===== src/rtl/fifo_param_mem.sv =====
// Register file backing fifo_param: DATA_W x DEPTH storage with a
// synchronous write port and an asynchronous (combinational) read port.
// Contents are intentionally not reset; the control logic never exposes
// an entry that was not written since the last reset or flush.
module fifo_param_mem #(
  parameter int DATA_W = 8,
  parameter int ADDR_W = 4
) (
  input  logic              clk,
  input  logic              wr_en,
  input  logic [ADDR_W-1:0] w_addr,
  input  logic [DATA_W-1:0] wdata,
  input  logic [ADDR_W-1:0] r_addr,
  output logic [DATA_W-1:0] rdata
);

  localparam int DEPTH = 2 ** ADDR_W;

  logic [DATA_W-1:0] mem [DEPTH];

  // Write the addressed entry on the rising edge when enabled.
  always_ff @(posedge clk) begin
    if (wr_en) begin
      mem[w_addr] <= wdata;
    end
  end

  // Show-ahead read: the addressed entry is visible without a clock.
  assign rdata = mem[r_addr];

endmodule


===== src/rtl/fifo_param.sv =====
// Parametrised show-ahead FIFO with level count, almost-full/almost-empty
// thresholds, synchronous flush and sticky overflow/underflow flags.
//
// Handshake: there is no ready signal. A push is accepted when the FIFO is
// not full, or when it is full and a pop is accepted in the same cycle. A
// pop is accepted when the FIFO is not empty; pop acknowledges the word
// currently shown on pop_data. Rejected requests set the matching sticky
// flag. Acceptance is decided only from registered state, so all flags are
// free of combinational paths from push/pop.
module fifo_param #(
  parameter int DATA_W   = 8,
  parameter int ADDR_W   = 4,
  parameter int AF_LEVEL = 14,
  parameter int AE_LEVEL = 2
) (
  input  logic              clk,
  input  logic              rst_n,
  input  logic              push,
  input  logic [DATA_W-1:0] push_data,
  input  logic              pop,
  output logic [DATA_W-1:0] pop_data,
  input  logic              flush,
  output logic              full,
  output logic              empty,
  output logic              almost_full,
  output logic              almost_empty,
  output logic [ADDR_W:0]   count,
  output logic              overflow,
  output logic              underflow
);

  localparam int PTR_W = ADDR_W + 1;
  localparam int DEPTH = 2 ** ADDR_W;

  localparam logic [PTR_W-1:0] DEPTH_C = PTR_W'(DEPTH);
  localparam logic [PTR_W-1:0] AF_C    = PTR_W'(AF_LEVEL);
  localparam logic [PTR_W-1:0] AE_C    = PTR_W'(AE_LEVEL);
  localparam logic [PTR_W-1:0] ONE_C   = PTR_W'(1);

  logic [PTR_W-1:0] w_ptr;
  logic [PTR_W-1:0] r_ptr;
  logic [PTR_W-1:0] count_q;
  logic             overflow_q;
  logic             underflow_q;
  logic             push_ok;
  logic             pop_ok;

  // Status derived only from the registered count.
  assign empty        = (count_q == '0);
  assign full         = (count_q == DEPTH_C);
  assign almost_full  = (count_q >= AF_C);
  assign almost_empty = (count_q <= AE_C);
  assign count        = count_q;
  assign overflow     = overflow_q;
  assign underflow    = underflow_q;

  // A full FIFO can still take a push when the head leaves in the same cycle.
  assign pop_ok  = pop & ~empty;
  assign push_ok = push & (~full | pop_ok);

  // Pointers, level and sticky flags; flush overrides any same-cycle request.
  always_ff @(posedge clk or negedge rst_n) begin
    if (!rst_n) begin
      w_ptr       <= '0;
      r_ptr       <= '0;
      count_q     <= '0;
      overflow_q  <= 1'b0;
      underflow_q <= 1'b0;
    end else if (flush) begin
      w_ptr       <= '0;
      r_ptr       <= '0;
      count_q     <= '0;
      overflow_q  <= 1'b0;
      underflow_q <= 1'b0;
    end else begin
      if (push_ok) begin
        w_ptr <= w_ptr + ONE_C;
      end
      if (pop_ok) begin
        r_ptr <= r_ptr + ONE_C;
      end
      if (push_ok && !pop_ok) begin
        count_q <= count_q + ONE_C;
      end else if (pop_ok && !push_ok) begin
        count_q <= count_q - ONE_C;
      end
      if (push && !push_ok) begin
        overflow_q <= 1'b1;
      end
      if (pop && !pop_ok) begin
        underflow_q <= 1'b1;
      end
    end
  end

  fifo_param_mem #(
    .DATA_W (DATA_W),
    .ADDR_W (ADDR_W)
  ) u_mem (
    .clk    (clk),
    .wr_en  (push_ok & ~flush),
    .w_addr (w_ptr[ADDR_W-1:0]),
    .wdata  (push_data),
    .r_addr (r_ptr[ADDR_W-1:0]),
    .rdata  (pop_data)
  );

endmodule


===== config.mk =====
export PLATFORM = sky130hd
export DESIGN_NAME = fifo_param
export DESIGN_NICKNAME = d
export VERILOG_FILES = /design/src/rtl/fifo_param_mem.sv /design/src/rtl/fifo_param.sv
export SDC_FILE = /design/constraint.sdc
export NUM_CORES = 1
export LEC_CHECK = 0
export BUFFER_PORTS_ARGS = -buffer_cell sky130_fd_sc_hd__buf_2
export CELL_PAD_IN_SITES_DETAIL_PLACEMENT = 1
export CELL_PAD_IN_SITES_GLOBAL_PLACEMENT = 2
export CORE_UTILIZATION = 35
export CTS_CLUSTER_DIAMETER = 150
export DETAILED_ROUTE_END_ITERATION = 8
export PLACE_DENSITY = 0.65
export SLEW_MARGIN = 20
export SYNTH_ARGS = -nofsm -noshare
export SYNTH_HDL_FRONTEND = slang
export SYNTH_SLANG_ARGS = --single-unit

===== constraint.sdc =====
create_clock -name clk -period 8.4 [get_ports clk]
set_input_delay 0.42 -clock clk [delete_from_list [all_inputs] [get_ports clk]]
set_output_delay 0.42 -clock clk [all_outputs]
set_load 0.005 [all_outputs]

# Word level (Yosys, flattened, before mapping)

Memories as Yosys holds them, arrays and structs flattened.
Index checks and enable logic that the tools add are counted.

Add/sub/neg operators: 4
$mul: 0
Divide/modulo/power cells: 0
Magnitude comparators: 2
Equality and inequality tests: 1
Shifts and indexed selects: 0
Muxes and demuxes: 13
Bitwise operators: 7
Reduce and logical (&&, ||, !) cells: 12

Operator list:

| kind                  | number |
|---|---|
| $mux W5               | 7 |
| $add A5 B1 Y5 const B | 3 |
| $reduce_bool A2 Y1    | 4 |
| $mux W1               | 6 |
| $eq A5 B5 Y1 const B  | 1 |
| $ge A5 B4 Y1 const B  | 1 |
| $le A5 B2 Y1 const B  | 1 |
| $logic_not A5 Y1      | 1 |
| $sub A5 B1 Y5 const B | 1 |
| $logic_and A1 B1 Y1   | 4 |
| $and A1 B1 Y1         | 3 |
| $not A1 Y1            | 3 |
| $reduce_bool A3 Y1    | 1 |
| $logic_not A1 Y1      | 2 |
| $or A1 B1 Y1          | 1 |

Flip-flop bits (word level): 17
Latch bits: 0
Memory bits (writable): 128
ROM bits: 0
Logic and storage cells: 45
Memories: 1

Memory list:

| name      | depth | width | read ports | clocked after Yosys merged registers in | write ports | RTL line             | text |
|---|---|---|---|---|---|---|---|
| u_mem.mem | 16    | 8     | 1          | 0                                       | 1           | fifo_param_mem.sv:19 | `logic [DATA_W-1:0] mem [DEPTH];` |

# Depth between registers and ports, before layout

Gate-level depths: netlist of the first run.

Word-level depth: 10
Mapped depth: 8
Depth with buffers taken out: 7

# By module

Synthesis of the first run repeated with hierarchy kept, for this count alone.

Cells, all modules: 318
Area total of the unflattened synthesis: 5962.0 µm²

Modules (own cells, without submodules):

| module         | times used | cells an instance | area each (µm²) | seq. area each (µm²) |
|---|---|---|---|---|
| fifo_param_mem | 1          | 221               | 4987.3          | 3843.7 |
| fifo_param     | 1          | 97                | 974.7           | 375.4 |

# Worst setup path before layout of the first run

OpenSTA, ideal clock, no wires.

Path kind: reg2reg
Start point: register count_q[1], in the netlist count[1]
End point: register count_q[4], in the netlist count[4]
Library setup time: 82 ps
Arrival: 2881 ps
Slack: 5436 ps
Stages on the path, launching flop included: 9
Period minus slack after synthesis: 2964 ps
Cells stage by stage: dfrtp_1 > buf_6 > o41a_1 > a211o_1 > fa_1 > and3_1 > or4b_2 > a21o_1 > a31oi_1

Longest elaborated chain between the ends: 8

Ends and longest elaborated chain:

| item                                                                  | RTL line         | text |
|---|---|---|
| from (decl)                                                           | fifo_param.sv:42 | `logic [PTR_W-1:0] count_q;` |
| from (signal assigned)                                                | fifo_param.sv:83 | `count_q <= count_q + ONE_C;` |
| from (signal assigned)                                                | fifo_param.sv:85 | `count_q <= count_q - ONE_C;` |
| parallel branches: the longest is 8 deep, another holds $sub A5 B1 Y5 | -                |  |

Parallel ways; which one is timed is not known. The select of a mux whose other input is x is not followed.
A chain may end at the register's enable or synchronous reset.

# Worst setup path in the final report of the first run

Ends and elaborated chain as after synthesis.

==> qor.yml, run 1 <==
cp.required_ns: 8.75
total_power_mw: 1.83
die_x_um: 132
cts_max_level: 4
area_growth_pct: 15.0
clk_pin_slew_ns: 0.06
cts_root_buf: "clkbuf_16"
synth_ff_type: "edfxtp_1"
reg2regPathDepth: 7
track_usage_pct: 15.6
synth_async_sr_flop_share_pct: 10.5
period_minus_slack_ns: 3.19
postSynthNetCount: 356
wl_per_cell_um: 20.6
pin_count: 32
post_dp_cell_area_um2: 6300
cts_tree: "built"
vias_per_cell: 5.08
clock_sinks: 143
route.detailed.drc: 0
portBuffers: 31
tightest_slew_ns: 0.970
drive_gt1_share_pct: 27.0
status: "completed"
vdd.ir_drop.worst_mv: 0.152
final_cells: 601
met1Wirelength_mm: 5.34
top_layer_used: "met4"
synth_seq_area_share_pct: 71.2
die_area_um2: 17400
drtAntennaViolNets: 0
synth_common_cells: "edfxtp_1 (128), mux4_2 (32), nor2_1 (27), nand2_1 (19), a22oi_1 (16)"
clk_latency_ns: 0.42
synth_edf_count: 128
synthesis.area_um2: 5920
wl_mm: 12.4
antenna_found_initial: 0
maxSlewViolCount: 0
reg2reg_slack_ns: 5.21
place_inst: 570
min_to: "w_ptr[1]$_DFFE_PN0P_"
gp_congestion: 0.815
cp.arrival_ns: 3.54
yosys_warnings: 0
diodes: 0
firstDrtPassIters: 4
cts-buffers-inserted: 17
fmax_mhz: 313
criticalPathCategory: "reg2reg"
timing.rr.end: "count[4]$_DFFE_PN0P_"
die_h_um: 132
grt_first_pass_wirelength_mm: 19.3
cap_violations: 0
leakagePower_nw: 2.31
maxSlewHeadroom_pct: 35.1
whs_path_depth: 3
whs_ns: 0.327
finalCritPeriodShare_pct: 38.0
fill_cells: 1602
postSynthCellCount: 333
cts_setup_buffers: 0
drt-initial-drc-count: 238
post_cts_resized: 0
reg2reg_from: "count[1]$_DFFE_PN0P_"
hold_viol_final: 0
start_kind: "flip-flop"
path_max_fanout: 12
synth_top_area_cell: "edfxtp_1"
rsz0062_at_grt: "false"
setup-tns-final_ns: 0
synth_most_common_cell: "edfxtp_1"
cts_hold_buf: 1
min_from: "push"
ctsLongestPathBuffers: 2
core_region_area_um2: 16500
met3_length_um: 497
final_nets: 393
power_per_cell_area_nw_per_um2: 269
synthDistinctLibCells: 46
synthTopCellsByArea: "edfxtp_1 (65%), mux4_2 (12%), dfrtp_1 (6.3%), a22oi_1 (2.0%), ha_1 (1.9%)"
postSynthAreaPerCell_um2: 17.8
overflow: 0
initial_core_util_pct: 35.8
grt_max_degree: 33
skew_ns: 0.00974
hp-class: "in2reg"
crit_path_end_kind: "flip-flop"
row_count: 47
finalSetupViolations: 0
ys_ff_latch: 143
grt_pass1_vias: 3319
met2_length_mm: 6.31
postLayoutCellArea_um2: 6810
vias: 3052
dpl.hpwl_mm: 7.80
yosysTopAreaCellShare_pct: 64.9
## worst max-delay path, cell delays in order (launching register included)
cell and delay (ns):
dfrtp_1 0.52, nor4_2 0.70, a211o_1 0.42, ha_1 0.33, and3_1 0.22, or4b_2 0.64
a21o_1 0.17, a31oi_1 0.11
## where the power goes
part / leakage, nW / internal [mW] / switching [mW]
clock network: 0.250 / 0.369 / 0.280
registers: 1.35 / 0.797 / 0.0348
logic: 0.703 / 0.168 / 0.184
## cell type report
class | count | area [µm²] | area share [%]
Sequential cell | 143 | 4220 | 62.0
Tap cell | 220 | 275 | 4.04
Clock buffer | 18 | 429 | 6.30
Clock inverter | 12 | 75.1 | 1.10
Inverter | 6 | 22.5 | 0.331
Multi-Input combinational cell | 166 | 1590 | 23.4
Timing Repair Buffer | 36 | 195 | 2.87
## sequential cells by signal, indices dropped and copies added (netlist names)
name / cells
overflow: 1
count: 5
u_mem.mem: 128
underflow: 1
r_ptr: 4
w_ptr: 4
## per-stage QoR
stage	worst slack, ns	utilization [%]
finish	5.21	41.2
global placement	5.29	38.1
floorplan	5.44	-
detailed placement	5.18	38.1
CTS	5.19	41.2
global route	4.97	41.2
## worst max-delay path by stage
stage | start | endpoint
floorplan | count[1]$_DFFE_PN0P_ | count[4]$_DFFE_PN0P_
global placement | count[1]$_DFFE_PN0P_ | count[4]$_DFFE_PN0P_
detailed placement | count[1]$_DFFE_PN0P_ | count[4]$_DFFE_PN0P_
CTS | count[1]$_DFFE_PN0P_ | count[4]$_DFFE_PN0P_
global route | count[1]$_DFFE_PN0P_ | count[4]$_DFFE_PN0P_
finish | count[1]$_DFFE_PN0P_ | count[4]$_DFFE_PN0P_
## layout by cell type (no fill, tap or decap), types with 5 or more instances in the layout
| cell type | netlist | layout |
|---|---|---|
| edfxtp_1 | 128 | 128 |
| dfrtp_1 | 15 | 14 |
| ha_1 | 9 | 9 |
| nand3_1 | 6 | 6 |
| clkbuf_16 | 0 | 17 |
| buf_2 | 4 | 31 |
| inv_1 | 6 | 6 |
| nand2_1 | 19 | 19 |
| clkinv_2 | 0 | 5 |
| a22oi_1 | 16 | 16 |
| nor2_1 | 27 | 27 |
| a21oi_1 | 5 | 5 |
| mux4_2 | 32 | 32 |
## per-layer routing
layer  track usage (%)  vias up
li1                  -     1410
met1              18.6     1558
met2              26.7       66
met3              4.27       18
met4              6.52        0
met5                 0        -
## kinds of logic (layout without fill, tap and decap cells)
logic type | after synthesis | count (layout) | share of synthesized area, %
mux | 33 | 33 | 12.3
fa+ha+maj | 10 | 10 | 2.24
buf+inv | 24 | 72 | 1.94
flops | 143 | 143 | 71.2
compound gates | 43 | 43 | 5.34
xor+xnor | 6 | 6 | 0.887
simple gates | 74 | 74 | 6.02
Power figures use the tool's default switching activity.
==> run 2: changes to the inputs <==
ABC_AREA = 1   (was default)
PLACE_DENSITY = 0.73   (was 0.65)
clock period = 2.65 ns   (was 8.4 ns; I/O delays follow)
==> run 2 against run 1 <==
Compared with the run above: synthesized area up 3.5%; highest routed layer unchanged; critical path type is now reg2out; first-iteration DRC count down 29%; critical endpoint is now pop_data[5]; count of clock-buffer cells in the layout down 1; global-route usage up 2.1 points; register-to-register slack worse by 4.8 ns.
==> qor.yml, run 2 <==
finalCritPeriodShare_pct: 93.2
gp_congestion: 0.760
synthTopCellsByArea: "edfxtp_1 (63%), nor2_1 (6.3%), dfrtp_1 (6.1%), o21ai_0 (4.4%), o211ai_1 (3.9%)"
grt_pass1_vias: 4357
synth_seq_area_share_pct: 68.8
wl_mm: 14.8
path_max_fanout: 37
synthesis.area_um2: 6130
synth_async_sr_flop_share_pct: 10.5
startpoint: "r_ptr[1]$_DFFE_PN0P_"
cp.required_ns: 2.52
rsz0062_at_grt: "false"
status: "completed"
whs_path_depth: 3
reg2reg_from: "count[1]$_DFFE_PN0P_"
yosysTopAreaCellShare_pct: 62.7
core_region_area_um2: 17200
power_per_cell_area_nw_per_um2: 915
synth_ff_type: "edfxtp_1"
pin_count: 32
regMostFlops: "u_mem.mem"
criticalPathCategory: "reg2out"
leakagePower_nw: 2.59
drt-initial-drc-count: 170
cap_violations: 0
skew_ns: 0.00535
initial_core_util_pct: 35.7
cp.arrival_ns: 2.34
final_nets: 588
layout_common_cells: "edfxtp_1 (128), nor2_1 (103), o21ai_0 (54)"
portBuffers: 31
firstDrtPassIters: 4
area_growth_pct: 18.1
overflow: 0
cts_setup_buffers: 0
postSynthNetCount: 541
met3_length_um: 385
fill_cells: 1886
postSynthAreaPerCell_um2: 11.8
ctsLongestPathBuffers: 2
track_usage_pct: 17.7
layout_commonest_cell: "edfxtp_1"
cts_root_buf: "clkbuf_16"
synth_edf_count: 128
met1Wirelength_mm: 6.96
clk_latency_ns: 0.41
cts_hold_buf: 1
finalSetupViolations: 0
synthDistinctLibCells: 26
die_h_um: 134
synth_top_area_cell: "edfxtp_1"
crit_path_end_kind: "primary output"
postSynthCellCount: 518
die_area_um2: 18000
dpl.hpwl_mm: 9.57
met2_length_mm: 7.31
reg2regPathDepth: 13
vias_per_cell: 5.09
cp-endpoint: "pop_data[5]"
hp-class: "in2reg"
cts_max_level: 4
hold_viol_final: 0
yosys_warnings: 0
synth_common_cells: "edfxtp_1 (128), nor2_1 (103), o21ai_0 (54), nand3_1 (36), nand2_1 (34)"
maxSlewViolCount: 0
grt_max_degree: 70
maxSlewHeadroom_pct: 51.4
diodes: 0
cts-buffers-inserted: 17
vdd.ir_drop.worst_mv: 0.552
drtAntennaViolNets: 0
route.detailed.drc: 0
setup-tns-final_ns: 0
die_x_um: 134
period_minus_slack_ns: 2.47
tightest_slew_ns: 0.729
ys_ff_latch: 143
row_count: 48
start_kind: "flip-flop"
grt_first_pass_wirelength_mm: 24.0
top_layer_used: "met4"
cts_tree: "built"
antenna_found_initial: 0
timing.rr.end: "count[4]$_DFFE_PN0P_"
clk_pin_slew_ns: 0.06
clock_sinks: 143
fin_util_pct: 42.1
wl_per_cell_um: 18.4
synth_most_common_cell: "edfxtp_1"
drive_gt1_share_pct: 16.8
reg2reg_slack_ns: 0.44
vias: 4086
post_cts_resized: 0
largest_reg_flops: 128
fmax_mhz: 405
-- run 2: worst min path at each step --
stage                     startpoint              endpoint  slack (ns)
after floorplan                rst_n  count[0]$_DFFE_PN0P_       -0.16
after global placement         rst_n  w_ptr[2]$_DFFE_PN0P_        0.08
after CTS                       push  overflow$_DFFE_PN0P_        0.02
after detailed placement       rst_n  w_ptr[3]$_DFFE_PN0P_        0.08
after global routing            push  overflow$_DFFE_PN0P_        0.04
final                           push  overflow$_DFFE_PN0P_        0.03
-- run 2: power by group --
group	internal [mW]	switching (mW)
combinational	0.542	0.964
clock	1.49	0.973
sequential	2.52	0.120
total	4.56	2.06
-- run 2: per-stage QoR --
step                setup slack [ns]  power, mW  hold slack [ns]  instance area, µm²  cells
floorplan                      0.655       3.71           -0.163                6130    518
global placement               0.493       4.19           0.0793                6620    770
detailed placement             0.440       4.22           0.0793                6620    770
CTS                            0.151       6.71           0.0152                7240    803
global route                  0.0566       6.97           0.0370                7240    803
finish                         0.182       6.62           0.0263                7240    803
-- run 2: kinds of logic (layout without fill, tap and decap cells) --
family / count (synthesis) / count (layout) / share of synthesized area, %
AOI/OAI and AO/OA: 113 / 113 / 10.8
xor gates and xnor gates: 3 / 3 / 0.429
and+or+nand+nor: 196 / 196 / 14.0
DFF: 143 / 143 / 68.8
adders and majority gates: 10 / 10 / 2.16
buffers and inverters: 53 / 113 / 3.76
-- run 2: cell type report --
type,count,area (µm²),area share (%)
flip-flops and latches,143,4220,58.3
multi-input cells,322,1680,23.2
clock buffers,17,425,5.88
repair buffers,54,343,4.74
well taps,225,282,3.89
clock inverters,15,184,2.54
inverters,27,101,1.40
-- run 2: worst max-delay path, cell delays in order, from the launching register on --
cell and delay (ns):
dfrtp_2 0.83, buf_4 0.34, o21ai_0 0.12, o211ai_1 0.24
nand3_1 0.14, nand2_1 0.10, buf_2 0.12
-- run 2: routing by layer --
| layer | track usage, % | vias up |
|---|---|---|
| met5 | 0 | - |
| met1 | 23.0 | 2064 |
| met2 | 29.4 | 58 |
| met4 | 5.81 | 0 |
| li1 | - | 1955 |
| met3 | 3.89 | 9 |
==> run 3: changes to the inputs <==
CELL_PAD_IN_SITES_GLOBAL_PLACEMENT = 1   (was 2)
CORE_UTILIZATION = 45   (was 35)
PLACE_DENSITY = 0.78   (was 0.73)
SLEW_MARGIN = default   (was 20)
==> run 3 against run 2 <==
Compared with the run above: flip-flop and latch count unchanged; count of clock-buffer cells in the layout increased by 5; wire length increased by 9.6%; power decreased by 6.2%; core utilization increased by 11 points; critical endpoint is now pop_data[3]; largest power group unchanged.
==> qor.yml, run 3 (synthesis gave the netlist of run 2 again) <==
power_per_cell_area_nw_per_um2: 874
multi_input_area_um2: 1680
dpl.hpwl_mm: 9.99
cts-buffers-inserted: 17
layout_commonest_cell: "edfxtp_1"
area_growth_pct: 15.8
cp.required_ns: 2.52
pin_count: 32
grt_pass1_vias: 4535
vias_per_cell: 5.61
grt_max_degree: 70
route.detailed.drc: 0
portBuffers: 31
row_count: 42
timing.rr.end: "count[4]$_DFFE_PN0P_"
firstDrtPassIters: 4
reg2regPathDepth: 13
vdd.ir_drop.worst_mv: 0.453
hold_viol_final: 0
fill_cells: 1448
initial_core_util_pct: 46.3
drt-initial-drc-count: 383
seqCellArea_um2: 4220
finalSetupViolations: 0
fmax_mhz: 424
overflow: 0
clk_pin_slew_ns: 0.05
drtAntennaViolNets: 0
cp.arrival_ns: 2.23
cts_root_buf: "clkbuf_16"
maxSlewViolCount: 0
layout_common_cells: "edfxtp_1 (128), nor2_1 (103), o21ai_0 (54)"
clock_sinks: 143
core_region_area_um2: 13200
cts_hold_buf: 1
ctsLongestPathBuffers: 2
total_power_mw: 6.21
maxSlewHeadroom_pct: 52.4
wl_per_cell_um: 21.4
track_usage_pct: 24.5
crit_path_end_kind: "primary output"
skew_ns: 0.00795
clk_latency_ns: 0.42
regMostFlops: "u_mem.mem"
die_h_um: 119
wl_mm: 16.2
hp-class: "in2reg"
grt_first_pass_wirelength_mm: 25.1
leakagePower_nw: 2.57
reg2reg_slack_ns: 0.42
cts_setup_buffers: 0
drive_gt1_share_pct: 16.5
min_to: "underflow$_DFFE_PN0P_"
gp_congestion: 0.817
finalCritPeriodShare_pct: 89.0
largest_reg_flops: 128
cap_violations: 0
post_cts_resized: 0
whs_ns: 0.0369
tightest_slew_ns: 0.709
path_max_fanout: 69
min_from: "flush"
antenna_found_initial: 0
whs_path_depth: 2
die_x_um: 119
start_kind: "flip-flop"
cts_max_level: 4
cts_tree: "built"
status: "completed"
reg2reg_from: "count[1]$_DFFE_PN0P_"
setup-tns-final_ns: 0
final_nets: 592
vias: 4251
criticalPathCategory: "reg2out"
die_area_um2: 14100
period_minus_slack_ns: 2.36
rsz0062_at_grt: "false"
diodes: 0
[run 3: cell types whose count changed in the layout (fill, tap and decap cells not counted), sizes merged]
cell / previous run / this run
inv: 30 / 25
clkinvlp: 3 / 0
clkbuf: 17 / 22
clkinv: 6 / 12
buf: 53 / 57
bufinv: 3 / 0
[run 3: through the flow]
stage	area, µm²	util, %	instances	worst slack (ns)
global route	7100	53.6	758	0.198
global placement	6600	49.8	725	0.525
detailed placement	6600	49.8	725	0.403
CTS	7100	53.6	758	0.255
floorplan	6130	-	518	0.655
finish	7100	53.6	758	0.291
[run 3: how the worst max path moves through the flow]
stage	start	to	slack [ns]	cells past startpoint
floorplan	count[1]$_DFFE_PN0P_	count[4]$_DFFE_PN0P_	0.66	13
global placement	count[1]$_DFFE_PN0P_	count[4]$_DFFE_PN0P_	0.52	13
detailed placement	count[1]$_DFFE_PN0P_	count[4]$_DFFE_PN0P_	0.40	13
CTS	r_ptr[0]$_DFFE_PN0P_	pop_data[3]	0.25	6
global route	count[1]$_DFFE_PN0P_	count[4]$_DFFE_PN0P_	0.20	13
finish	r_ptr[0]$_DFFE_PN0P_	pop_data[3]	0.29	6
[run 3: where the power goes]
part | total [mW] | switching (mW) | internal (mW)
Sequential | 2.61 | 0.0788 | 2.53
Combinational | 1.58 | 1.03 | 0.548
Clock | 2.02 | 0.849 | 1.17
Total | 6.21 | 1.96 | 4.25
[run 3: cell type report]
cell class / instances / area share (%)
Sequential cell: 143 / 59.5
Clock inverter: 10 / 0.670
Inverter: 27 / 1.43
Tap cell: 176 / 3.10
Clock buffer: 22 / 6.26
Multi-Input combinational cell: 322 / 23.7
Timing Repair Buffer: 58 / 5.43
[run 3: metal layers]
layer / vias to the layer above / share of wire [%] / global-route usage, %
met2: 118 / 51 / 40.9
met1: 2144 / 40 / 29.4
met3: 29 / 6.3 / 6.42
li1: 1960 / - / -
met5: - / 0 / 0
met4: 0 / 2.8 / 11.7
[run 3: critical path: stages (launching register included)]
cell	delay, ns
dfrtp_2	0.37
buf_4	0.55
o21ai_0	0.22
o211ai_1	0.29
nand3_1	0.16
nand2_1	0.10
buf_2	0.11
